<file path="src/rtl/h_bdy_be_issue.sv">
// Issue stage: pops the body front-end opcode/key/value/hash queues, reassembles
// each command and hands it to the table engine. Define H_BDY_BE_ISSUE_STATS_EN for counters.
module h_bdy_be_issue #(
  parameter int OPCODE_W = 3,
  parameter int K_W      = 32,
  parameter int V_W      = 32,
  parameter int H_W      = 16
`ifdef H_BDY_BE_ISSUE_STATS_EN
  ,
  parameter int STAT_W   = 32
`endif
) (
  input  logic                clk,
  input  logic                rst,
  input  logic                i_op_empty,
  input  logic [OPCODE_W-1:0] i_op_dat,
  output logic                o_op_pop,
  input  logic                i_k_empty,
  input  logic [K_W-1:0]      i_k_dat,
  output logic                o_k_pop,
  input  logic                i_v_empty,
  input  logic [V_W-1:0]      i_v_dat,
  output logic                o_v_pop,
  input  logic                i_h_empty,
  input  logic [H_W-1:0]      i_h_dat,
  output logic                o_h_pop,
  output logic                o_cmd_vld,
  output logic [OPCODE_W-1:0] o_cmd_opcode,
  output logic [K_W-1:0]      o_cmd_k,
  output logic [V_W-1:0]      o_cmd_v,
  output logic [H_W-1:0]      o_cmd_h,
  input  logic                i_cmd_rdy,
  output logic                o_credit,
`ifdef H_BDY_BE_ISSUE_STATS_EN
  output logic [STAT_W-1:0]   o_stat_issued,
  output logic [STAT_W-1:0]   o_stat_stall,
  output logic [STAT_W-1:0]   o_stat_illegal,
`endif
  output logic                o_err_illegal
);

  localparam logic [OPCODE_W-1:0] OP_INSERT = OPCODE_W'(1);
  localparam logic [OPCODE_W-1:0] OP_DELETE = OPCODE_W'(2);
  localparam logic [OPCODE_W-1:0] OP_QUERY  = OPCODE_W'(3);
  localparam logic [OPCODE_W-1:0] OP_CLEAR  = OPCODE_W'(4);

  localparam logic [1:0] S_IDLE  = 2'd0;
  localparam logic [1:0] S_WAIT  = 2'd1;
  localparam logic [1:0] S_ISSUE = 2'd2;

  logic [1:0] state, state_nxt;
  logic       need_k, need_v, need_h, illegal, fields_ok;
  logic       hs, eval, fire, ill_pop;

  always_comb begin
    need_k    = (i_op_dat == OP_INSERT) || (i_op_dat == OP_DELETE) || (i_op_dat == OP_QUERY);
    need_v    = (i_op_dat == OP_INSERT);
    need_h    = need_k;
    illegal   = (i_op_dat > OP_CLEAR);
    fields_ok = (!need_k || !i_k_empty) && (!need_v || !i_v_empty) && (!need_h || !i_h_empty);
  end

  // The head is only looked at when no command is held, or the held one leaves this cycle.
  // An illegal head behind a handshake waits a cycle so the credit stays a single pulse.
  assign hs      = (state == S_ISSUE) && i_cmd_rdy && !rst;
  assign eval    = !rst && !i_op_empty && ((state != S_ISSUE) || hs);
  assign fire    = eval && !illegal && fields_ok;
  assign ill_pop = eval && illegal && (state != S_ISSUE);

  assign o_op_pop      = fire || ill_pop;
  assign o_k_pop       = fire && need_k;
  assign o_v_pop       = fire && need_v;
  assign o_h_pop       = fire && need_h;
  assign o_credit      = hs || ill_pop;
  assign o_err_illegal = ill_pop;

  always_comb begin
    state_nxt = state;
    if (fire)                          state_nxt = S_ISSUE;
    else if ((state == S_ISSUE) && !hs) state_nxt = S_ISSUE;
    else if (i_op_empty || illegal)    state_nxt = S_IDLE;
    else                               state_nxt = S_WAIT;
  end

  always_ff @(posedge clk) begin
    if (rst) begin
      state        <= S_IDLE;
      o_cmd_vld    <= 1'b0;
      o_cmd_opcode <= '0;
      o_cmd_k      <= '0;
      o_cmd_v      <= '0;
      o_cmd_h      <= '0;
    end else begin
      state <= state_nxt;
      if (fire) begin
        o_cmd_vld    <= 1'b1;
        o_cmd_opcode <= i_op_dat;
        o_cmd_k      <= need_k ? i_k_dat : '0;
        o_cmd_v      <= need_v ? i_v_dat : '0;
        o_cmd_h      <= need_h ? i_h_dat : '0;
      end else if (hs) begin
        o_cmd_vld    <= 1'b0;
        o_cmd_opcode <= '0;
        o_cmd_k      <= '0;
        o_cmd_v      <= '0;
        o_cmd_h      <= '0;
      end
    end
  end

`ifdef H_BDY_BE_ISSUE_STATS_EN
  logic stall;
  assign stall = ((state == S_ISSUE) && !i_cmd_rdy) || (state == S_WAIT);

  always_ff @(posedge clk) begin
    if (rst) begin
      o_stat_issued  <= '0;
      o_stat_stall   <= '0;
      o_stat_illegal <= '0;
    end else begin
      if (hs && !(&o_stat_issued))       o_stat_issued  <= o_stat_issued + STAT_W'(1);
      if (stall && !(&o_stat_stall))     o_stat_stall   <= o_stat_stall + STAT_W'(1);
      if (ill_pop && !(&o_stat_illegal)) o_stat_illegal <= o_stat_illegal + STAT_W'(1);
    end
  end
`endif

  a_op_pop: assert property (@(posedge clk) disable iff (rst) !(o_op_pop && i_op_empty));
  a_k_pop:  assert property (@(posedge clk) disable iff (rst) !(o_k_pop && i_k_empty));
  a_v_pop:  assert property (@(posedge clk) disable iff (rst) !(o_v_pop && i_v_empty));
  a_h_pop:  assert property (@(posedge clk) disable iff (rst) !(o_h_pop && i_h_empty));

endmodule

</file>
<file path="config.mk">
export PLATFORM = sky130hd
export DESIGN_NAME = h_bdy_be_issue
export DESIGN_NICKNAME = d
export VERILOG_FILES = /design/src/rtl/h_bdy_be_issue.sv
export SDC_FILE = /design/constraint.sdc
export NUM_CORES = 1
export LEC_CHECK = 0
export ABC_AREA = 1
export BUFFER_PORTS_ARGS = -buffer_cell sky130_fd_sc_hd__buf_2
export CAP_MARGIN = 10
export CORE_MARGIN = 4
export CORE_UTILIZATION = 43
export CTS_BUF_LIST = sky130_fd_sc_hd__clkbuf_16
export CTS_CLUSTER_SIZE = 40
export DETAILED_ROUTE_END_ITERATION = 16
export GPL_ROUTABILITY_DRIVEN = 0
export GPL_TIMING_DRIVEN = 0
export PLACE_DENSITY_LB_ADDON = 0.3
export SYNTH_ARGS = -nofsm -noshare
export SYNTH_HDL_FRONTEND = slang
export SYNTH_SLANG_ARGS = --single-unit
</file>
<file path="constraint.sdc">
create_clock -name clk -period 1.3 [get_ports clk]
set_clock_uncertainty 0.05 [all_clocks]
set_input_delay 0.195 -clock clk [delete_from_list [all_inputs] [get_ports clk]]
set_output_delay 0.195 -clock clk [all_outputs]
set_load 0.1 [all_outputs]
</file>
## Yosys cells after proc, flatten, opt, wreduce, memory -nomap -nowiden

Cells that the tools add are included.

- $add $sub $neg: 0
- $mul: 0
- Divide/modulo/power cells: 0
- Order comparisons: 1
- Equal/unequal tests: 5
- Shifts and indexed selects: 0
- Mux-type cells: 15
- Bitwise operators: 0
- Reductions and logical operators: 33

Operators with widths:

| kind | number |
|---|---|
| two-way mux 32 bit | 5 |
| two-way mux 16 bit | 3 |
| logical AND 1 bit | 13 |
| zero test 1 bit | 9 |
| logical OR 1 bit | 9 |
| == test 3 x 2 -> 1 bit, second input constant | 2 |
| two-way mux 3 bit | 2 |
| two-way mux 2 bit | 2 |
| == test 3 x 1 -> 1 bit, second input constant | 1 |
| greater-than comparator 3 bit, second input constant | 1 |
| two-way mux 1 bit | 3 |
| OR reduction 3 bit | 1 |
| == test 2 bit, second input constant | 1 |
| inequality test 2 bit, second input constant | 1 |
| nonzero test 2 bit | 1 |

- Register bits after elaboration: 86
- Bits in latches: 0
- Bits in writable memories: 0
- Memory bits (read-only): 0
- Bits of input ports: 90
- Word-level logic and storage cells: 61
- Memories kept: 0

## Longest topological paths before layout

Gate-level depths: netlist of the first run.

- Word-level depth: 9
- Mapped depth: 10

## Worst setup path before layout of the first run

No wires, ideal clock.

- Kind: input port to output port
- Start: in rst
- End: out o_credit
- Arrival: 3.638 ns
- Slack: -2.583 ns
- Cell stages on the path: 5
- Buffers on the path: 1
- Path through: buf_2 > or2_4 > nor3_1 > inv_1 > nand2_1

- Word-level cells in the longest chain between the ends: 7

Ends and longest elaborated chain:

| what | RTL line | text |
|---|---|---|
| start: declaration | 14 | `input logic rst,` |
| zero test 1 bit * | 65, 66 |  |
| logical AND 1 bit | 65 | `assign hs = (state == S_ISSUE) && i_cmd_rdy && !rst;` |
| logical OR 1 bit | 66 | `assign eval = !rst && !i_op_empty && ((state != S_ISSUE) \|\| hs);` |
| logical AND 1 bit * | 66 |  |
| logical AND 1 bit * (2 in series) | 68 | `assign ill_pop = eval && illegal && (state != S_ISSUE);` |
| net o_err_illegal | 39 | `output logic o_err_illegal` |
| logical OR 1 bit * | 74 | `assign o_credit = hs \|\| ill_pop;` |
| end: declaration | 33 | `output logic o_credit,` |

The timed path passes the listed nets; every way through them passes the cells marked *.

## Worst setup path after layout of the first run

- Start: reg state[0]
- End: out o_k_pop

- Word-level cells in the longest chain between the ends: 8

Ends and longest elaborated chain:

| what | RTL line | text |
|---|---|---|
| start: declaration | 51 | `logic [1:0] state, state_nxt;` |
| start signal: assignment | 94 | `state <= state_nxt;` |
| == test 2 bit | 65 |  |
| logical AND 1 bit (2 in series) | 65 |  |
| logical OR 1 bit * | 66 |  |
| logical AND 1 bit * | 66 |  |
| logical AND 1 bit * (2 in series) | 67 | `assign fire = eval && !illegal && fields_ok;` |
| logical AND 1 bit * | 71 | `assign o_k_pop = fire && need_k;` |
| end: declaration | 20 | `output logic o_k_pop,` |

Every way passes the cells marked *; elsewhere a longest branch is shown, timed or not.

==> reports/qor.txt, run 1 <==
CP startpoint: state[0]
count of different cell masters after synthesis: 20
die width: 105 µm
register area: 1790 µm²
worst skew pair latency: 0.32 ns
critical path peak fanout: 6
final hold viol count: 0
layout cells sized above 1: 60.1%
Top Ports: 180
pins over their slew limit: 0
Final WS setup: -0.541 ns
final setup TNS: -34.39 ns
arrival time of the worst setup path: 1.60 ns
area of the mapped netlist: 4050 µm²
Die Height: 105 µm
# DRC: 0
RR Endpoint: o_cmd_k[29]
reg2reg start: state[0]
I/O Buffers: 178
Root Buffer Master: clkbuf_16
worst hold slack: 0.127 ns
Setup CP Type: flop to primary output
largest cells by area after synthesis: dfxtp_1 42%, nand3_1 21%, a21oi_1 10%
synthesis-to-finish area growth: 79.8%
DRT Wirelength: 15100 µm
leak pwr: 0.00316 µW
reg2reg setup slack: -0.49 ns
crit path capture type: primary output
fin crit share: 142%
RSZ-0062 raised after global routing: true
top cell type by total area after synthesis: dfxtp_1
core area: 9200 µm²
Routed WL per cell: 16.3 µm
total power: 6450 µW
status: finished, violations left
routed vias: 4862
sequential fraction of the synthesis area: 42.5%
FF-to-FF path depth: 13
post-synth top area share: 42.5%
clk slew on worst S/H paths: 0.06 ns
drt initial violations: 176
Synth Warn #: 0
Max-Cap Viols: 0
TritonCTS clock tree: done
fmax: 543 MHz
DR vias/cell: 5.26
Num Clock Sinks: 86
H-tree levels: 3
final critical delay including setup and external delays: 1.84 ns
Slew @ Worst Pin: 0.685 ns
setup violators final: 92
pin count of the biggest net entering global routing: 14
post-route ant nets: 0
relative slew slack: 54.3%
multi-input gate area in the final layout: 2560 µm²
crit path to: o_k_pop
vias in the first global route: 4834
Hold Crit Class: input pin to flop
synthesis-stage register bit count: 86
GRT overflow: 0
nets@finish: 900
row cnt: 35
Synth Instances: 584
Fillers: 627
GRT Util Overall: 25.4%
dpl hpwl: 9330 µm
iteration count of the initial detailed-routing pass: 4
antenna cell count: 0
Worst VDD drop: 0.000583 V
first-pass GRT wire length: 23300 µm
syn nets: 674
Initial Utilization: 44.1%
syn avg cell area: 6.94 µm²
Pwr Density: 885 nW/µm²
die area: 11000 µm²
Bufs on Longest Clock Path: 2
failing checks: setup timing
CP Launch Type: flop
initial antenna violation count: 0
CP Data Required Time: 1.05 ns
cts bufs inserted: 9
==> cells in the final DEF (no fill, tap or decap), drive strengths merged <==
cell      instances
buf             252
clkbuf           26
nor3              1
or2               2
nand4             1
dfxtp            86
clkinv            1
bufinv            1
bufbuf            1
nand3           168
nor2             88
clkinvlp          2
a21oi            85
inv              89
nand2            10
==> sequential cells by signal, summed over array words and instances (netlist names) <==
register	cells
state	2
o_cmd_h	16
o_cmd_opcode	3
o_cmd_v	32
o_cmd_k	32
o_cmd_vld	1
==> cells in the mapped netlist, drive strengths merged <==
cell type / count
nand3: 168
nand2: 10
buf: 36
inv: 88
nor3: 1
a21oi: 85
dfxtp: 86
clkbuf: 19
or2: 2
nor2: 88
nand4: 1
==> final cells by class <==
| class | instances | area share [%] |
|---|---|---|
| multi-input combinational | 355 | 35.1 |
| sequential | 86 | 24.6 |
| timing repair buffer | 215 | 22.6 |
| buffer | 55 | 7.25 |
| inverter | 88 | 4.67 |
| clock buffer | 9 | 3.09 |
| tap | 111 | 1.91 |
| clock inverter | 5 | 0.738 |
==> worst min path at each step <==
| stage | from | endpoint | slack [ns] | cells past startpoint |
|---|---|---|---|---|
| 3_5_place_dp | o_cmd_k[21] | o_cmd_k[21] | 0.42 | 2 |
| 6_report | i_op_dat[2] | o_cmd_opcode[2] | 0.13 | 3 |
| 2_1_floorplan | i_op_dat[2] | o_cmd_opcode[2] | 0.30 | 2 |
| 4_1_cts | i_op_dat[2] | o_cmd_opcode[2] | 0.11 | 3 |
| 5_1_grt | i_op_dat[2] | o_cmd_opcode[2] | 0.13 | 3 |
| 3_3_place_gp | o_cmd_k[18] | o_cmd_k[18] | 0.41 | 2 |
==> critical path: stages (launching register included) <==
cell,delay [ns]
dfxtp_2,0.32
inv_2,0.04
nand2_4,0.08
a21oi_4,0.04
nor2_4,0.14
nand2_4,0.07
clkbuf_16,0.16
nor2_4,0.14
buf_12,0.11
buf_12,0.16
==> what timing repair did <==
item	CTS	global route
setup endpoints to repair	176	92
gates cloned	8	0
hold buffers	0	0
resized for setup	199	123
buffers inserted	22	15
pin swaps	14	38
==> cells by family after synthesis <==
family / Yosys count / synth area share, %
flip-flops: 86 / 42.5
AO/OA/AOI/OAI: 85 / 10.8
buffers and inverters: 143 / 16.0
AND/OR/NAND/NOR: 270 / 30.7
==> where the power goes <==
part / leakage, µW / switching (µW) / internal, µW
sequential: 0.000721 / 26.0 / 2670
clock: 0.000135 / 1030 / 1460
combinational: 0.00230 / 799 / 468
total: 0.00316 / 1850 / 4590
==> through the flow <==
| stage | worst slack (ns) | cells | area, µm² | utilization, % |
|---|---|---|---|---|
| CTS | -0.497 | 917 | 6760 | 73.5 |
| floorplan | -0.850 | 584 | 4410 | - |
| global route | -0.586 | 924 | 7290 | 79.2 |
| detailed placement | -0.745 | 873 | 5440 | 59.2 |
| global placement | -0.725 | 873 | 5440 | 59.2 |
| finish | -0.541 | 924 | 7290 | 79.2 |
==> metal layers <==
| layer | up-vias | share of wire [%] | track usage (%) | routed length, µm |
|---|---|---|---|---|
| met5 | - | 0 | 0 | 0 |
| met2 | 191 | 52 | 45.0 | 7810 |
| met1 | 2294 | 40 | 31.0 | 5960 |
| met3 | 34 | 6.0 | 4.08 | 898 |
| li1 | 2343 | - | - | - |
| met4 | 0 | 2.7 | 8.62 | 412 |
Note: power is estimated with default switching activity, not from simulation.
==> inputs of run 2 (changes only) <==
--- a/config.mk
+++ b/config.mk
@@ -6,11 +6,11 @@
 export NUM_CORES = 1
 export LEC_CHECK = 0
 export ABC_AREA = 1
-export BUFFER_PORTS_ARGS = -buffer_cell sky130_fd_sc_hd__buf_2
+export BUFFER_PORTS_ARGS = -buffer_cell sky130_fd_sc_hd__clkbuf_2
 export CAP_MARGIN = 10
 export CORE_MARGIN = 4
-export CORE_UTILIZATION = 43
-export CTS_BUF_LIST = sky130_fd_sc_hd__clkbuf_16
+export CORE_UTILIZATION = 44
+export CTS_BUF_LIST = sky130_fd_sc_hd__clkbuf_8
 export CTS_CLUSTER_SIZE = 40
 export DETAILED_ROUTE_END_ITERATION = 16
 export GPL_ROUTABILITY_DRIVEN = 0
==> run 2 against run 1 <==
Effect of this change: the flow still finishes with violations (setup timing); critical endpoint unchanged; power decreased by 7.8%; core utilization increased by 6.4 points; via count increased by 3.1%.
==> reports/qor.txt, run 2 (synthesis results as in run 1) <==
RSZ-0062 raised after global routing: true
I/O Buffers: 178
Initial Utilization: 45.8%
H-tree levels: 3
commonest non-fill, non-tap cell in the layout: nand3_2
Bufs on Longest Clock Path: 2
Die Height: 104 µm
routed vias: 5012
total power: 5940 µW
GR peak layer: met2
layout cells sized above 1: 62.8%
final hold viol count: 0
die width: 104 µm
met3 Use GR: 6.08%
status: finished, violations left
initial antenna violation count: 0
Top Ports: 180
final critical delay including setup and external delays: 1.89 ns
Pwr Density: 784 nW/µm²
Routed WL per cell: 17.7 µm
Slew @ Worst Pin: 0.681 ns
CP Launch Type: flop
worst hold slack: 0.0985 ns
dpl hpwl: 9170 µm
post-route ant nets: 0
met1 usage: 28.8%
iteration count of the initial detailed-routing pass: 5
biggest registers after layout: o_cmd_k: 32 flops, o_cmd_v: 32 flops, o_cmd_h: 16 flops
cts bufs inserted: 9
critical path peak fanout: 5
DR vias/cell: 5.46
Worst path top cell family by delay: buffers and inverters
crit path capture type: primary output
clk slew on worst S/H paths: 0.08 ns
vias in the first global route: 4647
fmax: 530 MHz
met2 Use GR: 42.3%
die area: 10800 µm²
CP max stage delay: 0.33 ns
Worst VDD drop: 0.000605 V
CP max stage cell: dfxtp_2
Root Buffer Master: clkbuf_8
antenna cell count: 0
pin count of the biggest net entering global routing: 14
drt initial violations: 238
Hold Crit Class: input pin to flop
pins over their slew limit: 0
setup violators final: 92
# DRC: 0
CP cell instances: inv_2, nand2_4, a21oi_4, nor2_4, nand2_4, clkbuf_16, nor2_4, buf_12, clkbuf_16
failing checks: setup timing
arrival time of the worst setup path: 1.64 ns
leak pwr: 0.00321 µW
cts hold-fix bufs: 0
CP Data Required Time: 1.05 ns
core area: 8850 µm²
TritonCTS clock tree: done
fin crit share: 145%
worst skew pair latency: 0.35 ns
first-pass GRT wire length: 22300 µm
nets@finish: 897
DRT Wirelength: 16300 µm
row cnt: 34
relative slew slack: 54.6%
Num Clock Sinks: 86
most frequent cells in the layout: 99 x nand3_2, 90 x clkbuf_2, 83 x inv_1
GRT overflow: 0
synthesis-to-finish area growth: 87.0%
Worst Path Buf+Inv: 4
Max-Cap Viols: 0
pre-CTS setup slack: -0.770 ns
Setup CP Type: flop to primary output
GRT Util Overall: 24.5%
Final WS setup: -0.586 ns
-- run 2: tightest hold or removal path, stage by stage --
cell      delay, ns
clkbuf_2       0.08
inv_1          0.04
nor2_1         0.04
nand3_2        0.06
a21oi_1        0.05
-- run 2: area by class of cell --
cell class / count / area [µm²]
tap: 108 / 135
sequential: 86 / 1790
fill: 479 / 1270
inverter: 88 / 340
buffer: 55 / 602
clock buffer: 9 / 124
multi-input combinational: 355 / 2640
timing repair buffer: 212 / 1900
clock inverter: 5 / 53.8
-- run 2: repair_timing --
action                                  4_1_cts  5_1_grt
gates resized for setup                     189      196
gates cloned                                  2       11
pin swaps                                     5       13
endpoints found under the setup margin      176      112
setup buffers                                13       10
-- run 2: worst paths after layout --
kind	start	to	slack, ns	cells after the start
max	state[0]	o_k_pop	-0.59	9
min	i_v_dat[8]	o_cmd_v[8]	0.1	5
max reg2reg	state[0]	o_cmd_k[23]	-0.31	11
min reg2reg	o_cmd_v[8]	o_cmd_v[8]	0.41	2
-- run 2: where the power goes --
part | internal [µW] | leakage, µW | switching [µW]
Sequential | 2670 | 0.000722 | 25.2
Combinational | 541 | 0.00240 | 877
Clock | 858 | 0.0000884 | 975
Total | 4060 | 0.00321 | 1880
-- run 2: metrics by stage --
step                      TNS (ns)  utilization, %  instances  instance area (µm²)
after CTS                   -18.43            73.8        899                 6530
after floorplan              -5.56               -        584                 4410
after global routing        -29.81            85.7        918                 7580
after global placement      -24.69            61.5        870                 5440
final                       -25.05            85.7        918                 7580
after detailed placement    -26.97            61.5        870                 5440
-- run 2: layer usage --
layer | routed length, µm | up-vias
met3 | 994 | 57
met1 | 6400 | 2379
met2 | 8230 | 244
met4 | 639 | 0
met5 | 0 | -
li1 | - | 2332
